### config.mk
export PLATFORM = sky130hd
export DESIGN_NAME = trigger_unit
export DESIGN_NICKNAME = d
export VERILOG_FILES = /design/src/rtl/trig_pkg.sv /design/src/rtl/trig_match.sv /design/src/rtl/trigger_unit.sv
export SDC_FILE = /design/constraint.sdc
export NUM_CORES = 1
export LEC_CHECK = 0
export BUFFER_PORTS_ARGS = -buffer_cell sky130_fd_sc_hd__buf_2
export CAP_MARGIN = 20
export CELL_PAD_IN_SITES_DETAIL_PLACEMENT = 1
export CELL_PAD_IN_SITES_GLOBAL_PLACEMENT = 1
export CORE_MARGIN = 1.5
export CORE_UTILIZATION = 32
export DETAILED_ROUTE_END_ITERATION = 16
export PLACE_DENSITY_LB_ADDON = 0.1
export SLEW_MARGIN = 20
export SYNTH_ARGS = -nofsm -noshare
export SYNTH_HDL_FRONTEND = slang
export SYNTH_HIERARCHICAL = 1
export SYNTH_SLANG_ARGS = --single-unit
### constraint.sdc
create_clock -name cpu_clk -period 9.7 [get_ports cpu_clk]
set_input_delay 2.91 -clock cpu_clk [delete_from_list [all_inputs] [get_ports cpu_clk]]
set_output_delay 2.91 -clock cpu_clk [all_outputs]
set_load 0.02 [all_outputs]
### src/rtl/trig_pkg.sv
// Shared constants, tdata1 field layout and the stored mcontrol fields of a trigger.
package trig_pkg;

  localparam logic [11:0] TSELECT = 12'h7A0;
  localparam logic [11:0] TDATA1  = 12'h7A1;
  localparam logic [11:0] TDATA2  = 12'h7A2;
  localparam logic [11:0] TDATA3  = 12'h7A3;
  localparam logic [11:0] TINFO   = 12'h7A4;

  localparam int unsigned TD1_DMODE      = 27;
  localparam int unsigned TD1_HIT        = 20;
  localparam int unsigned TD1_SELECT     = 19;
  localparam int unsigned TD1_ACTION_LSB = 12;
  localparam int unsigned TD1_CHAIN      = 11;
  localparam int unsigned TD1_MATCH_LSB  = 7;
  localparam int unsigned TD1_M          = 6;
  localparam int unsigned TD1_EXECUTE    = 2;
  localparam int unsigned TD1_STORE      = 1;
  localparam int unsigned TD1_LOAD       = 0;

  localparam logic [3:0] MATCH_EQ = 4'd0;
  localparam logic [3:0] MATCH_GE = 4'd2;
  localparam logic [3:0] MATCH_LT = 4'd3;

  localparam logic [3:0] ACTION_BKPT = 4'd0;
  localparam logic [3:0] ACTION_DBG  = 4'd1;

  localparam logic [31:0] TDATA1_RST = 32'h2000_0000;
  localparam logic [31:0] TINFO_VAL  = 32'h0000_0004;

  // Only the writable state of tdata1; type and reserved bits are constant.
  typedef struct packed {
    logic       dmode;
    logic       hit;
    logic       select;
    logic       action;
    logic       chain;
    logic [3:0] match_op;
    logic       m;
    logic       execute;
    logic       store;
    logic       load;
  } mcontrol_t;

  function automatic logic [31:0] mc_pack(input mcontrol_t mc);
    logic [31:0] r;
    r = TDATA1_RST;
    r[TD1_DMODE]              = mc.dmode;
    r[TD1_HIT]                = mc.hit;
    r[TD1_SELECT]             = mc.select;
    r[TD1_ACTION_LSB +: 4]    = {3'b000, mc.action};
    r[TD1_CHAIN]              = mc.chain;
    r[TD1_MATCH_LSB +: 4]     = mc.match_op;
    r[TD1_M]                  = mc.m;
    r[TD1_EXECUTE]            = mc.execute;
    r[TD1_STORE]              = mc.store;
    r[TD1_LOAD]               = mc.load;
    return r;
  endfunction

endpackage

### src/rtl/trig_match.sv
// Single mcontrol comparator: checks pc and load/store value against tdata2.
module trig_match import trig_pkg::*; #(
  parameter int unsigned DATA_WIDTH = 32
) (
  input  logic                  m,
  input  logic                  execute,
  input  logic                  load,
  input  logic                  store,
  input  logic [3:0]            match_op,
  input  logic [DATA_WIDTH-1:0] tdata2,
  input  logic [DATA_WIDTH-1:0] pc,
  input  logic                  pc_valid,
  input  logic [DATA_WIDTH-1:0] ls_value,
  input  logic                  ls_valid,
  input  logic                  ls_store,
  output logic                  match_c
);

  function automatic logic cmp(input logic [3:0] op,
                               input logic [DATA_WIDTH-1:0] v,
                               input logic [DATA_WIDTH-1:0] t);
    case (op)
      MATCH_GE: return v >= t;
      MATCH_LT: return v < t;
      default:  return v == t;
    endcase
  endfunction

  logic pc_hit;
  logic ls_hit;

  always_comb begin
    pc_hit  = execute && pc_valid && cmp(match_op, pc, tdata2);
    ls_hit  = ((load && !ls_store) || (store && ls_store)) && ls_valid &&
              cmp(match_op, ls_value, tdata2);
    match_c = m && (pc_hit || ls_hit);
  end

endmodule

### src/rtl/trigger_unit.sv
// NUM_TRIG mcontrol triggers with CSR access, chaining and a registered fire request.
// Define KRV_TRIG_DATA_MATCH_EN to add the ls_data port and data-value matching (select).
module trigger_unit import trig_pkg::*; #(
  parameter int unsigned NUM_TRIG   = 4,
  parameter int unsigned DATA_WIDTH = 32,
  parameter int unsigned TSEL_W     = (NUM_TRIG > 1) ? $clog2(NUM_TRIG) : 1
) (
  input  logic                  cpu_clk,
  input  logic                  cpu_rstn,
  input  logic [11:0]           csr_addr,
  input  logic                  csr_wr,
  input  logic                  csr_set,
  input  logic                  csr_clr,
  input  logic [DATA_WIDTH-1:0] csr_wdata,
  output logic [DATA_WIDTH-1:0] csr_rdata,
  input  logic                  dbg_mode,
  input  logic [DATA_WIDTH-1:0] pc,
  input  logic                  pc_valid,
  input  logic [DATA_WIDTH-1:0] ls_addr,
  input  logic                  ls_valid,
  input  logic                  ls_store,
`ifdef KRV_TRIG_DATA_MATCH_EN
  input  logic [DATA_WIDTH-1:0] ls_data,
`endif
  output logic                  trig_fire,
  output logic                  trig_action,
  output logic [TSEL_W-1:0]     trig_idx
);

  mcontrol_t             mc_q     [NUM_TRIG];
  logic [DATA_WIDTH-1:0] tdata2_q [NUM_TRIG];
  logic [TSEL_W-1:0]     tselect;

  mcontrol_t             cur_mc;
  mcontrol_t             mc_new;
  logic [DATA_WIDTH-1:0] wr_val;
  logic [31:0]           nv;
  logic                  protect;
  logic                  wr_tsel;
  logic                  wr_td1;
  logic                  wr_td2;
  logic [NUM_TRIG-1:0]   match_c;
  logic [NUM_TRIG-1:0]   hit_set;
  logic [NUM_TRIG-1:0]   run_mask;
  logic                  run_ok;
  logic                  fire_c;
  logic                  win_act;
  logic [TSEL_W-1:0]     win_idx;
  logic                  unused_bits;

  assign cur_mc = mc_q[tselect];

  always_comb begin
    csr_rdata = '0;
    case (csr_addr)
      TSELECT: csr_rdata = DATA_WIDTH'(tselect);
      TDATA1:  csr_rdata = DATA_WIDTH'(mc_pack(cur_mc));
      TDATA2:  csr_rdata = tdata2_q[tselect];
      TINFO:   csr_rdata = DATA_WIDTH'(TINFO_VAL);
      default: csr_rdata = '0;
    endcase
  end

  // Set/clear act on the current read value, before any field legalisation.
  assign wr_val  = csr_set ? (csr_rdata | csr_wdata) :
                   csr_clr ? (csr_rdata & ~csr_wdata) : csr_wdata;
  assign nv      = 32'(wr_val);
  assign protect = cur_mc.dmode & ~dbg_mode;
  assign wr_tsel = csr_wr && (csr_addr == TSELECT) && (wr_val < DATA_WIDTH'(NUM_TRIG));
  assign wr_td1  = csr_wr && (csr_addr == TDATA1) && !protect;
  assign wr_td2  = csr_wr && (csr_addr == TDATA2) && !protect;

  assign unused_bits = ^{nv[31:28], nv[26:21], nv[19:16], nv[5:3]};

  always_comb begin
    mc_new         = '0;
    mc_new.dmode   = dbg_mode ? nv[TD1_DMODE] : cur_mc.dmode;
    mc_new.hit     = nv[TD1_HIT];
`ifdef KRV_TRIG_DATA_MATCH_EN
    mc_new.select  = nv[TD1_SELECT];
`endif
    mc_new.action  = (nv[TD1_ACTION_LSB +: 4] == ACTION_DBG);
    mc_new.chain   = (tselect == TSEL_W'(NUM_TRIG - 1)) ? 1'b0 : nv[TD1_CHAIN];
    case (nv[TD1_MATCH_LSB +: 4])
      MATCH_GE, MATCH_LT: mc_new.match_op = nv[TD1_MATCH_LSB +: 4];
      default:            mc_new.match_op = MATCH_EQ;
    endcase
    mc_new.m       = nv[TD1_M];
    mc_new.execute = nv[TD1_EXECUTE];
    mc_new.store   = nv[TD1_STORE];
    mc_new.load    = nv[TD1_LOAD];
  end

`ifdef KRV_TRIG_DATA_MATCH_EN
  logic [DATA_WIDTH-1:0] ls_data_q;
  logic                  ls_valid_q;
  logic                  ls_store_q;

  // Load return data arrives late, so data matches run one stage behind.
  always_ff @(posedge cpu_clk or negedge cpu_rstn) begin
    if (!cpu_rstn) begin
      ls_data_q  <= '0;
      ls_valid_q <= 1'b0;
      ls_store_q <= 1'b0;
    end else begin
      ls_data_q  <= ls_data;
      ls_valid_q <= ls_valid;
      ls_store_q <= ls_store;
    end
  end
`endif

  for (genvar g = 0; g < NUM_TRIG; g++) begin : g_trig
    logic [DATA_WIDTH-1:0] ls_value;
    logic                  ls_v;
    logic                  ls_st;
    logic                  raw_match;

`ifdef KRV_TRIG_DATA_MATCH_EN
    assign ls_value = mc_q[g].select ? ls_data_q  : ls_addr;
    assign ls_v     = mc_q[g].select ? ls_valid_q : ls_valid;
    assign ls_st    = mc_q[g].select ? ls_store_q : ls_store;
`else
    assign ls_value = ls_addr;
    assign ls_v     = ls_valid;
    assign ls_st    = ls_store;
`endif

    trig_match #(.DATA_WIDTH(DATA_WIDTH)) u_match (
      .m        (mc_q[g].m),
      .execute  (mc_q[g].execute),
      .load     (mc_q[g].load),
      .store    (mc_q[g].store),
      .match_op (mc_q[g].match_op),
      .tdata2   (tdata2_q[g]),
      .pc       (pc),
      .pc_valid (pc_valid),
      .ls_value (ls_value),
      .ls_valid (ls_v),
      .ls_store (ls_st),
      .match_c  (raw_match)
    );

    assign match_c[g] = raw_match & ~dbg_mode;
  end

  // Walk chain runs; the first fully-matching run wins and is attributed to its tail.
  always_comb begin
    fire_c   = 1'b0;
    win_idx  = '0;
    win_act  = 1'b0;
    hit_set  = '0;
    run_ok   = 1'b1;
    run_mask = '0;
    for (int k = 0; k < NUM_TRIG; k++) begin
      run_mask[k] = 1'b1;
      run_ok      = run_ok & match_c[k];
      if (!mc_q[k].chain) begin
        if (run_ok && !fire_c) begin
          fire_c  = 1'b1;
          win_idx = TSEL_W'(k);
          win_act = mc_q[k].action;
          hit_set = run_mask;
        end
        run_ok   = 1'b1;
        run_mask = '0;
      end
    end
  end

  always_ff @(posedge cpu_clk or negedge cpu_rstn) begin
    if (!cpu_rstn) begin
      tselect <= '0;
      for (int i = 0; i < NUM_TRIG; i++) begin
        mc_q[i]     <= '0;
        tdata2_q[i] <= '0;
      end
    end else begin
      if (wr_tsel) tselect <= TSEL_W'(wr_val);
      for (int i = 0; i < NUM_TRIG; i++) begin
        if (wr_td1 && (tselect == TSEL_W'(i))) mc_q[i] <= mc_new;
        else if (hit_set[i])                   mc_q[i].hit <= 1'b1;
        if (wr_td2 && (tselect == TSEL_W'(i))) tdata2_q[i] <= wr_val;
      end
    end
  end

  always_ff @(posedge cpu_clk or negedge cpu_rstn) begin
    if (!cpu_rstn) begin
      trig_fire   <= 1'b0;
      trig_action <= 1'b0;
      trig_idx    <= '0;
    end else begin
      trig_fire   <= fire_c;
      trig_action <= win_act;
      trig_idx    <= win_idx;
    end
  end

endmodule

==> flow_summary.yaml <==
pwr:
  power_density_nw_per_um2: 101
  power_frac_seq_pct: 41.8
  switching_share_pct: 29.6
  p_switching_uw: 537
  ir_drop_uv: 89.6
  intPower_uw: 1280
  power.share.clock_pct: 42.0
  pwr-share-comb_pct: 16.2
  p_leak_uw: 0.00771
detailed_routing:
  first_iter_violations: 662
  vias_per_cell: 5.47
  ant_nets: 0
  wl_per_cell_um: 24.4
  wirelength_mm: 60.6
  drc: 0
  vias: 13600
  dr.pass1.iters: 5
cts:
  cts_tree: "yes"
  cts_hold_buf: 0
  cts_setup_buffers: 0
  clk_latency_ps: 470
  cts_buffer_depth: 2
  htreeDepth: 4
  cts_sinks: 182
  clkSlewWorstSetupHoldPaths_ps: 70
  clock-root-buffer: "clkbuf_16"
  numCtsBuffers: 17
  cts_resized: 0
placed_design:
  place_inst: 2455
  dp_hpwl_mm: 48.6
  place_ws_ps: 1810
  gp_congestion: 0.859
  port_buffers: 152
critical_path:
  critPathArrivalTime_ps: 4950
  worst_setup_path_start_kind: "input port"
  cp_top_family: "simple AND/OR/NAND/NOR gates"
  required_ps: 6790
  cp_cell_sequence: "buf_2, nor4bb_4, buf_4, nand2_1, buf_4, or4_1, o21ai_0, buf_2"
  end_kind: "primary output"
  cp.depth: 8
  critPathSlowestCell: "or4_1"
  r2r_cells: 15
  slowest_delay_ps: 530
  path_max_fanout: 19
  criticalPathCategory: "in -> out"
  worst-path-buf-inv: 4
synthesis:
  syn-instance-count: 1681
  ys_async_sr_fraction_pct: 100
  synth_warnings: 6
  postSynthAreaPerCell_sq_um: 9.42
  synth-edff-count: 0
  ys_seq_area_share_pct: 28.8
  ys_ff_latch: 182
  synth_nets: 2054
  netlist_area_sq_um: 15800
  yosysUniqueCellTypes: 73
  synth_ff_type: "dfrtp_1"
final_layout:
  final_common_cell: "ha_1"
  finalNonFillerCells: 2487
  fillers: 5744
  fin_util_pct: 36.7
  area_growth_pct: 13.2
  drive_above_1_share_pct: 19.3
  nets: 2183
  antenna_cells: 0
  layout_common_cells: "ha_1, dfrtp_1, nand2_1"
sta:
  fin_setup_tns_ps: 0
  slew_violations: 0
  tightest_slew_ps: 1050
  relSlewSlack_pct: 29.6
  fin_hold_ws_ps: 502
  setup_slack_ps: 1840
  max_freq_mhz: 127
  final_hold_viol_count: 0
  post-route-min-period_ps: 7860
  grt_setup_unrepaired: "no"
  period_share_pct: 81.1
  skew_ps: 14.0
  finalSetupViolCount: 0
die:
  die_h_um: 225
  rows: 81
  io_pins: 153
  start_util_pct: 32.4
  die_area_sq_um: 50800
  die_width_um: 225
  core-area_sq_um: 48800
run_status:
  status: "finished, final reports clean"
grt:
  grt_pass1_vias: 14100
  grt_max_degree: 109
  grt_pass1_wl_mm: 90.7
  antenna_found_initial: 0
  overflow: 0
  grt_use_total_pct: 24.3
worst_hold_path:
  worst_hold_path_type: "reg -> reg"
  hold_depth: 2
job:
  drv_cap: 0
## power groups by stage
stage	Combinational (uW)	Clock, uW	Sequential (uW)
detailed placement	295	0	774
CTS	297	785	759
floorplan	154	0	774
global placement	285	0	774
finish	294	762	759
global route	331	809	759
## metal layers
| layer | GRT usage (%) | up-vias | part of all wire (%) |
|---|---|---|---|
| met1 | 33.1 | 6908 | 47 |
| met5 | 0 | - | 0 |
| li1 | - | 6455 | - |
| met2 | 41.8 | 204 | 49 |
| met4 | 5.63 | 0 | 1.4 |
| met3 | 1.93 | 33 | 2.0 |
## synthesized netlist by cell type, drive strengths merged (24+ instances only)
| cell | instances | area [sq um] |
|---|---|---|
| mux4 | 41 | 923 |
| nand3 | 24 | 120 |
| xor2 | 31 | 272 |
| o21ai | 120 | 601 |
| a21oi | 160 | 816 |
| mux2 | 88 | 991 |
| dfrtp | 182 | 4550 |
| o22ai | 24 | 150 |
| nand2 | 169 | 644 |
| nor2 | 58 | 220 |
| and2 | 28 | 175 |
| nand4 | 62 | 413 |
| clkbuf | 33 | 124 |
| inv | 150 | 563 |
| ha | 256 | 3200 |
## path summary, 6_finish.rpt
check	from	to	slack, ps
worst max-delay path	csr_addr[11]	csr_rdata[0]	1840
worst min register to register	mc_q[25]	mc_q[25]	500
max in group asynchronous	cpu_rstn	tdata2_q[88]	5830
worst min-delay path	mc_q[25]	mc_q[25]	500
worst max register to register	tdata2_q[110]	mc_q[37]	5220
min in group asynchronous	cpu_rstn	trig_action	2530
## stage by stage
stage	area [sq um]	total power (uW)
2_1_floorplan	15800	928
3_3_place_gp	17300	1060
3_5_place_dp	17300	1070
4_1_cts	17900	1840
5_1_grt	17900	1900
6_report	17900	1810
## worst register-to-register path, delay by kind of cell (launching register included)
kind	cells	cell delay, ps
DFF	1	380
AOI/OAI and AO/OA	5	1770
buffers and inverters	2	200
muxes	1	100
adders and majority gates	2	700
and+or+nand+nor	5	1170
## cell families (layout without fill, tap and decap cells)
| group | count (synthesis) | count (layout) | synth area share, % |
|---|---|---|---|
| flops | 182 | 182 | 28.8 |
| mux | 137 | 137 | 12.6 |
| fa+ha+maj | 258 | 258 | 20.4 |
| xor+xnor | 33 | 33 | 1.83 |
| buf+inv | 207 | 349 | 5.34 |
| compound gates | 412 | 412 | 15.6 |
| simple gates | 452 | 452 | 15.5 |
## cell type report
class                      instances  area, sq um  area share [%]
multi-input combinational       1292        10500            58.4
tap                              664          831            4.64
timing repair buffer             166          878            4.90
clock buffer                      18          429            2.40
inverter                         151          567            3.16
clock inverter                    14          189            1.05
sequential                       182         4560            25.4
## state kept, by name (all words and copies together) (netlist names)
signal	flops
trig_action	1
trig_fire	1
tselect	2
tdata2_q	128
trig_idx	2
mc_q	48
Note: power is estimated with default switching activity, not from simulation.
